**src/rtl/uart_pkg.sv**
```systemverilog
// Shared types and defaults for the UART receive-side FIFO.
// Holds ingress state encodings, default geometry and statistics counter widths.
package uart_pkg;

  localparam int DATA_WIDTH_DEF = 8;
  localparam int DEPTH_LOG2_DEF = 4;
  localparam int RX_BYTE_CNT_W  = 16;
  localparam int DROP_CNT_W     = 8;

  typedef enum logic [0:0] {
    S_IDLE     = 1'b0,
    S_WAIT_CLR = 1'b1
  } ingress_state_t;

  function automatic logic [RX_BYTE_CNT_W-1:0] sat_inc_rx(input logic [RX_BYTE_CNT_W-1:0] v);
    return (&v) ? v : v + RX_BYTE_CNT_W'(1);
  endfunction

  function automatic logic [DROP_CNT_W-1:0] sat_inc_drop(input logic [DROP_CNT_W-1:0] v);
    return (&v) ? v : v + DROP_CNT_W'(1);
  endfunction

endpackage

```
**src/rtl/uart_fifo_mem.sv**
```systemverilog
// Register-array storage for the receive FIFO.
// Synchronous write port, asynchronous read port (enables first-word fall-through).
module uart_fifo_mem
  import uart_pkg::*;
#(
  parameter int DATA_WIDTH = DATA_WIDTH_DEF,
  parameter int DEPTH_LOG2 = DEPTH_LOG2_DEF
) (
  input  logic                  clk,
  input  logic                  wr_en,
  input  logic [DEPTH_LOG2-1:0] wr_addr,
  input  logic [DATA_WIDTH-1:0] wr_data,
  input  logic [DEPTH_LOG2-1:0] rd_addr,
  output logic [DATA_WIDTH-1:0] rd_data
);

  localparam int DEPTH = 1 << DEPTH_LOG2;

  logic [DATA_WIDTH-1:0] mem [DEPTH];

  // Contents are don't-care after reset; the top masks the read while empty.
  always_ff @(posedge clk) begin
    if (wr_en) mem[wr_addr] <= wr_data;
  end

  assign rd_data = mem[rd_addr];

endmodule

```
**src/rtl/uart_rx_fifo.sv**
```systemverilog
// Receive buffer between the UART receiver and the consumer: ready/ack ingress, FWFT pop.
// Optional UART_RX_FIFO_STATS_EN adds saturating accepted-byte and dropped-byte counters.
//
//   state      | meaning
//   S_IDLE     | waiting for rx_ready; capture (push or drop) and ack on the edge it is seen
//   S_WAIT_CLR | ack already pulsed; hold until receiver drops rx_ready
module uart_rx_fifo
  import uart_pkg::*;
#(
  parameter int DATA_WIDTH = DATA_WIDTH_DEF,
  parameter int DEPTH_LOG2 = DEPTH_LOG2_DEF
) (
  input  logic                    clk,
  input  logic                    reset,
  input  logic [DATA_WIDTH-1:0]   rx_data,
  input  logic                    rx_ready,
  output logic                    rx_ack,
  output logic [DATA_WIDTH-1:0]   rd_data,
  output logic                    rd_valid,
  input  logic                    rd_en,
  output logic [DEPTH_LOG2:0]     count,
  output logic                    full,
  output logic                    overflow,
  input  logic                    clr_overflow
`ifdef UART_RX_FIFO_STATS_EN
  ,
  output logic [RX_BYTE_CNT_W-1:0] rx_byte_cnt,
  output logic [DROP_CNT_W-1:0]    drop_cnt
`endif
);

  localparam int                DEPTH     = 1 << DEPTH_LOG2;
  localparam logic [DEPTH_LOG2:0] DEPTH_CNT = (DEPTH_LOG2 + 1)'(DEPTH);

  ingress_state_t          state;
  ingress_state_t          state_nxt;
  logic                    ack_nxt;
  logic                    push_req;
  logic                    pop;
  logic                    wr_ok;
  logic                    drop;
  logic [DEPTH_LOG2-1:0]   wr_ptr;
  logic [DEPTH_LOG2-1:0]   rd_ptr;
  logic [DATA_WIDTH-1:0]   mem_rd_data;

  always_ff @(posedge clk) begin
    if (!reset) begin
      state  <= S_IDLE;
      rx_ack <= 1'b0;
    end else begin
      state  <= state_nxt;
      rx_ack <= ack_nxt;
    end
  end

  always_comb begin
    state_nxt = state;
    ack_nxt   = 1'b0;
    push_req  = 1'b0;
    case (state)
      S_IDLE: begin
        if (rx_ready) begin
          push_req  = 1'b1;
          ack_nxt   = 1'b1;
          state_nxt = S_WAIT_CLR;
        end
      end
      S_WAIT_CLR: begin
        if (!rx_ready) state_nxt = S_IDLE;
      end
      default: state_nxt = S_IDLE;
    endcase
  end

  assign rd_valid = (count != '0);
  assign full     = (count == DEPTH_CNT);
  assign pop      = rd_en & rd_valid;
  // A same-edge pop frees the slot, so a push into a full FIFO still lands.
  assign wr_ok    = push_req & (~full | pop);
  assign drop     = push_req & full & ~pop;

  always_ff @(posedge clk) begin
    if (!reset) begin
      wr_ptr <= '0;
      rd_ptr <= '0;
      count  <= '0;
    end else begin
      if (wr_ok) wr_ptr <= wr_ptr + DEPTH_LOG2'(1);
      if (pop)   rd_ptr <= rd_ptr + DEPTH_LOG2'(1);
      case ({wr_ok, pop})
        2'b10:   count <= count + (DEPTH_LOG2 + 1)'(1);
        2'b01:   count <= count - (DEPTH_LOG2 + 1)'(1);
        default: count <= count;
      endcase
    end
  end

  always_ff @(posedge clk) begin
    if (!reset)            overflow <= 1'b0;
    else if (drop)         overflow <= 1'b1;
    else if (clr_overflow) overflow <= 1'b0;
  end

  uart_fifo_mem #(
    .DATA_WIDTH (DATA_WIDTH),
    .DEPTH_LOG2 (DEPTH_LOG2)
  ) u_mem (
    .clk     (clk),
    .wr_en   (wr_ok),
    .wr_addr (wr_ptr),
    .wr_data (rx_data),
    .rd_addr (rd_ptr),
    .rd_data (mem_rd_data)
  );

  assign rd_data = rd_valid ? mem_rd_data : '0;

`ifdef UART_RX_FIFO_STATS_EN
  always_ff @(posedge clk) begin
    if (!reset) begin
      rx_byte_cnt <= '0;
      drop_cnt    <= '0;
    end else begin
      if (wr_ok) rx_byte_cnt <= sat_inc_rx(rx_byte_cnt);
      if (drop)  drop_cnt    <= sat_inc_drop(drop_cnt);
    end
  end
`endif

endmodule

```
**config.mk**
```make
export PLATFORM = sky130hd
export DESIGN_NAME = uart_rx_fifo
export DESIGN_NICKNAME = d
export VERILOG_FILES = /design/src/rtl/uart_pkg.sv /design/src/rtl/uart_fifo_mem.sv /design/src/rtl/uart_rx_fifo.sv
export SDC_FILE = /design/constraint.sdc
export NUM_CORES = 1
export LEC_CHECK = 0
export ABC_AREA = 1
export CORE_MARGIN = 3
export CORE_UTILIZATION = 55
export CTS_BUF_LIST = sky130_fd_sc_hd__clkbuf_16
export CTS_CLUSTER_SIZE = 10
export DETAILED_ROUTE_END_ITERATION = 8
export DONT_BUFFER_PORTS = 1
export HOLD_SLACK_MARGIN = 0.03
export PLACE_DENSITY = 0.7
export SYNTH_ARGS = -nofsm -noshare
export SYNTH_HDL_FRONTEND = slang
export SYNTH_HIERARCHICAL = 1
export SYNTH_SLANG_ARGS = --single-unit
export TNS_END_PERCENT = 50
```
**constraint.sdc**
```tcl
create_clock -name clk -period 5 [get_ports clk]
set_clock_uncertainty 0.1 [all_clocks]
set_input_delay 0.25 -clock clk [delete_from_list [all_inputs] [get_ports clk]]
set_output_delay 0.25 -clock clk [all_outputs]
set_load 0.02 [all_outputs]
```
[Yosys cells after proc, flatten, opt, wreduce, memory -nomap -nowiden]
Memory sizes are Yosys's and may differ from the RTL's. A register that Yosys moved wholly into a read port is not among the register bits.
Index checks and enable logic that the tools add are counted.
Storage, ports and cells
  memories: 1
  input bits: 13
  register bits after elaboration: 16
  output and inout bits: 17
  RAM bits: 128
  logic and storage cells: 34
Operators by class
  muxes and demuxes: 10
  bitwise operators: 7
  equality and inequality tests: 3
  reductions and logical operators: 3
  $add $sub $neg: 4
Memory list
  u_mem.mem: depth 16, bits a word 8, read ports 1, clocked after Yosys merged registers in 1, write ports 1, RTL line uart_fifo_mem.sv:19  | logic [DATA_WIDTH-1:0] mem [DEPTH];
Operator list (count)
  $pmux W5 S2: 1
  $add A4 B1 Y4 const B: 2
  $mux W4: 2
  $mux W8: 1
  $mux W1: 6
  $add A5 B1 Y5 const B: 1
  $eq A5 B5 Y1 const B: 1
  $reduce_bool A5 Y1: 1
  $sub A5 B1 Y5 const B: 1
  $and A1 B1 Y1: 4
  $reduce_bool A2 Y1: 2
  $eq A2 B1 Y1 const B: 1
  $eq A2 B2 Y1 const B: 1
  $not A1 Y1: 2
  $or A1 B1 Y1: 1

[Logic depth before layout (Yosys ltp)]
  depth in word-level cells: 6
  depth in mapped cells: 15
  mapped depth without buffers: 15

[Hierarchy]
The synthesis kept the hierarchy.
By module, submodules not included
  uart_fifo_mem: area an instance 5606.6 µm², sequential area each 3843.7 µm², cells an instance 543, instances 1
  uart_rx_fifo: area an instance 998.5 µm², sequential area each 320.3 µm², cells an instance 148, instances 1

[Least setup slack after synthesis]
Ideal clock, no wire load.
  path kind: flip-flop to flip-flop
  from: reg count[4]
  to: mem u_mem/mem[12][0] (netlist name) (enable)
  stages on the path, launching flop included: 9
  slack: 2.960 ns
  library setup time: 0.370 ns
  clock period less this slack: 2.040 ns
  data arrival time: 1.570 ns
  cell sequence: dfxtp_1 inv_1 nand3_4 nand2_4 nand2_2 nand2_4 inv_4 nand3_1 nor2_1
On the way
  cells in the longest elaborated chain, start to end: 6
  elaborated cells between the ends (all ways): 8
  those cells by class: eq/ne (1); mux (2); bitwise (4); reduce/logical (1)
Ends and longest elaborated chain
  from (decl): RTL line uart_rx_fifo.sv:21  | output logic [DEPTH_LOG2:0] count,
  from (signal assigned): RTL line uart_rx_fifo.sv:91  | 2'b10: count <= count + (DEPTH_LOG2 + 1)'(1);
  from (signal assigned): RTL line uart_rx_fifo.sv:92  | 2'b01: count <= count - (DEPTH_LOG2 + 1)'(1);
  from (signal assigned): RTL line uart_rx_fifo.sv:93  | default: count <= count;
  $reduce_bool A5 Y1 or $eq A5 B5 Y1 (tied branches): RTL line uart_rx_fifo.sv:75, uart_rx_fifo.sv:76
  $and A1 B1 Y1 or $not A1 Y1 (tied branches): RTL line uart_rx_fifo.sv:77, uart_rx_fifo.sv:79
  $or A1 B1 Y1 *: RTL line uart_rx_fifo.sv:79  | assign wr_ok = push_req & (~full | pop);
  $and A1 B1 Y1 *: RTL line uart_rx_fifo.sv:79
  net wr_ok: RTL line uart_rx_fifo.sv:40  | logic wr_ok;
  $mux W1 *: RTL line uart_fifo_mem.sv:23  | if (wr_en) mem[wr_addr] <= wr_data;
  $mux W1 (not written as such) *: RTL line uart_fifo_mem.sv:23
  to (decl): RTL line uart_fifo_mem.sv:19
The timed path passes the listed nets; every way through them passes the cells marked *.

==> flow_summary_export.csv <==
group,metric,value,unit
logic_synthesis,yosys_warnings,6,
sta,finalSetupTns,0,ns
logic_synthesis,synth_seq_cells,144,
global_route,grt_pass1_vias,4423,
die,core_area,0.01156,sq mm
finish,fillers,954,
finish,syn2layout_area_growth,10.36,%
run,max_cap_violations,0,
pwr,ir_worst_vdd,0.2799,mV
cts,cts_buffers,17,
cts,post_cts_buffers,0,
logic_synthesis,synth_cell_types,30,
critical_path,crit_required,4.65,ns
route,wl_per_cell,17.36,um
pwr,p_per_area,457.0,mW/mm^2
critical_path,start_kind,"register",
sta,slew_violations,0,
sta,max_clock_freq,369.8,MHz
logic_synthesis,syn_area_per_cell,9.559,sq um
global_route,grt_max_degree,68,
finish,layout.nets,716,
place,routabilityCongestion,0.8830,
place,dpl_cell_area,0.006619,sq mm
min_path,hp-class,"input pin to register",
critical_path,cp_max_fo,20,
logic_synthesis,synthCells,691,
cts,htree_levels,4,
sta,finalCritPeriodShare,54.09,%
pwr,p_total,3.331,mW
route,routed_via_density,5.305,
global_route,antenna_found_initial,1,
sta,period_minus_slack,2.704,ns
pwr,power_leakage,3.204,nW
sta,rsz0062_at_grt,"no",
die,dieArea,0.01336,sq mm
finish,drive_gt1_share,6.039,%
die,fp-row-count,39,
sta,finalHoldViolCount,0,
critical_path,critical_path_class,"register to output port",
route,first_pass_iters,5,
global_route,gr-total-overflow,0,
die,ioPinCount,30,
logic_synthesis,yosysSeqAreaShare,63.04,%
sta,worstMarginPinSlew,1.044,ns
place,dp_hpwl,9267,um
global_route,grt_pass1_wl,23350,um
critical_path,crit_arrival,2.35,ns
route,num_vias,4541,
critical_path,end_kind,"output port",
route,wirelength,14860,um
route,drcViolationCount,0,
route,first_iter_violations,406,
die,start_util,57.11,%
cts,cts_root_buf,"clkbuf_16",
die,die_y,115.6,um
cts,cts_sinks,144,
die,chipWidth,115.6,um
cts,insertion_delay,0.41,ns
sta,setup_viol,0,
route,drtAntennaViolNets,0,
logic_synthesis,syn-num-nets,708,
cts,clkTransAtPathRegs,0.05,ns
cts,clk_path_buf_depth,2,
place,numPortBuffers,0,
finish,final_area,0.007289,sq mm
finish,post-route-util,63.03,%
cts,cts_tree,"yes",
logic_synthesis,mappedNetlistArea,0.006605,sq mm
global_route,grtUsageTotal,23.91,%
run_status,status,"completed",
sta,slew_headroom,30.29,%
==> layout by cell type, fill, tap and decap left out, drive strengths merged, types with 3 or more instances in the layout <==
cell type    Yosys  final
inv            139    144
o21ai           13     13
ha               4      4
nand2          206    206
a21oi            6      6
nand4            3      3
clkbuf           1     17
edfxtp         128    128
dfxtp           16     16
nor2            33     33
nand3          111    111
clkinv           0      8
dlygate4sd3      0     13
==> worst paths after layout <==
check	start	to	slack, ns	depth (start not counted)
worst max register to register	count[0]	u_mem/mem[9][2]	2.45	8
worst min register to register	state	rx_ack	0.34	1
worst min-delay path	rd_en	count[0]	0.15	3
worst max-delay path	rd_ptr[2]	rd_data[7]	2.30	6
==> cell families (layout without fill, tap and decap cells) <==
logic type	count (synthesis)	count (layout)	synth area share, %
AO/OA/AOI/OAI	20	20	1.553
XOR/XNOR	2	2	0.2653
adder cells (fa/ha/maj)	4	4	0.7577
flip-flops	144	144	63.04
other	0	1	0
buffers and inverters	165	186	10.68
AND/OR/NAND/NOR	356	356	23.70
==> registers in the layout (all words and copies together) (netlist names) <==
name / count
u_mem/mem: 128
count: 5
rd_ptr: 4
wr_ptr: 4
overflow: 1
rx_ack: 1
state: 1
==> area by class of cell <==
cell class | count | area (sq um) | share of cell area (%)
flip-flops and latches | 144 | 4165 | 57.14
repair buffers | 15 | 145.1 | 1.991
diodes | 1 | 2.502 | 0.03433
clock inverters | 15 | 112.6 | 1.545
inverters | 139 | 524.3 | 7.192
well taps | 143 | 178.9 | 2.455
multi-input cells | 382 | 1735 | 23.81
clock buffers | 17 | 425.4 | 5.836
==> critical path, stage by stage (launching register included) <==
cell and delay [ns]:
dfxtp_1 0.79, inv_1 0.45, nand3_1 0.21, nand3_1 0.12
nand2_1 0.10, nand2_1 0.09, inv_1 0.18
==> Yosys cell counts <==
cell	count	area (sq um)
nand3b_1	2	15.01
edfxtp_1	128	3844
inv_2	4	15.01
nor3_1	1	5.000
nand2_1	199	747.0
dfxtp_1	16	320.3
inv_4	1	6.260
o21ai_0	9	45.04
nand3_2	1	10.01
xor2_1	1	8.760
nor2_2	2	12.51
xnor2_1	1	8.760
nand2_4	4	45.04
nor2_1	30	112.6
o31ai_1	1	7.510
buf_2	13	65.06
clkbuf_1	1	3.750
nand3_4	1	17.52
nor2_4	1	11.26
ha_1	4	50.05
nand3_1	109	545.5
nand2_2	3	18.77
o21ai_1	4	20.02
a21oi_1	6	30.03
buf_6	7	78.83
buf_1	1	3.750
buf_4	4	30.03
nand4_1	2	12.51
nand4_2	1	12.51
inv_1	134	503.0
==> metal layers <==
metal  vias up  GRT usage [%]  wire [um]  part of all wire, %
li1       2227              -          -                    -
met1      2104          29.85       6104                   41
met2       171          39.97       7234                   49
met3        39          4.595       1038                  7.0
met4         0          12.05        486                  3.3
met5         -              0          0                    0
==> power breakdown <==
group / switching (mW) / leakage, nW / total (mW) / internal, mW
registers: 0.0521 / 1.29 / 1.40 / 1.35
logic: 0.579 / 1.63 / 0.789 / 0.211
clock network: 0.429 / 0.284 / 1.14 / 0.711
total: 1.06 / 3.20 / 3.33 / 2.27
==> per-stage QoR <==
step | hold WS, ns | cells | worst slack, ns
after floorplan | 0.2489 | 691 | 2.960
after global placement | 0.2500 | 810 | 2.514
after detailed placement | 0.2499 | 810 | 2.453
after CTS | 0.1416 | 855 | 2.301
after global routing | 0.2111 | 856 | 2.052
final | 0.1537 | 856 | 2.296
==> timing repair <==
item | 4_1_cts | 5_1_grt
gates resized for setup | 0 | 0
hold buffers | 13 | 0
hold endpoints to repair | 144 | 0
(Power assumes the default switching activity.)
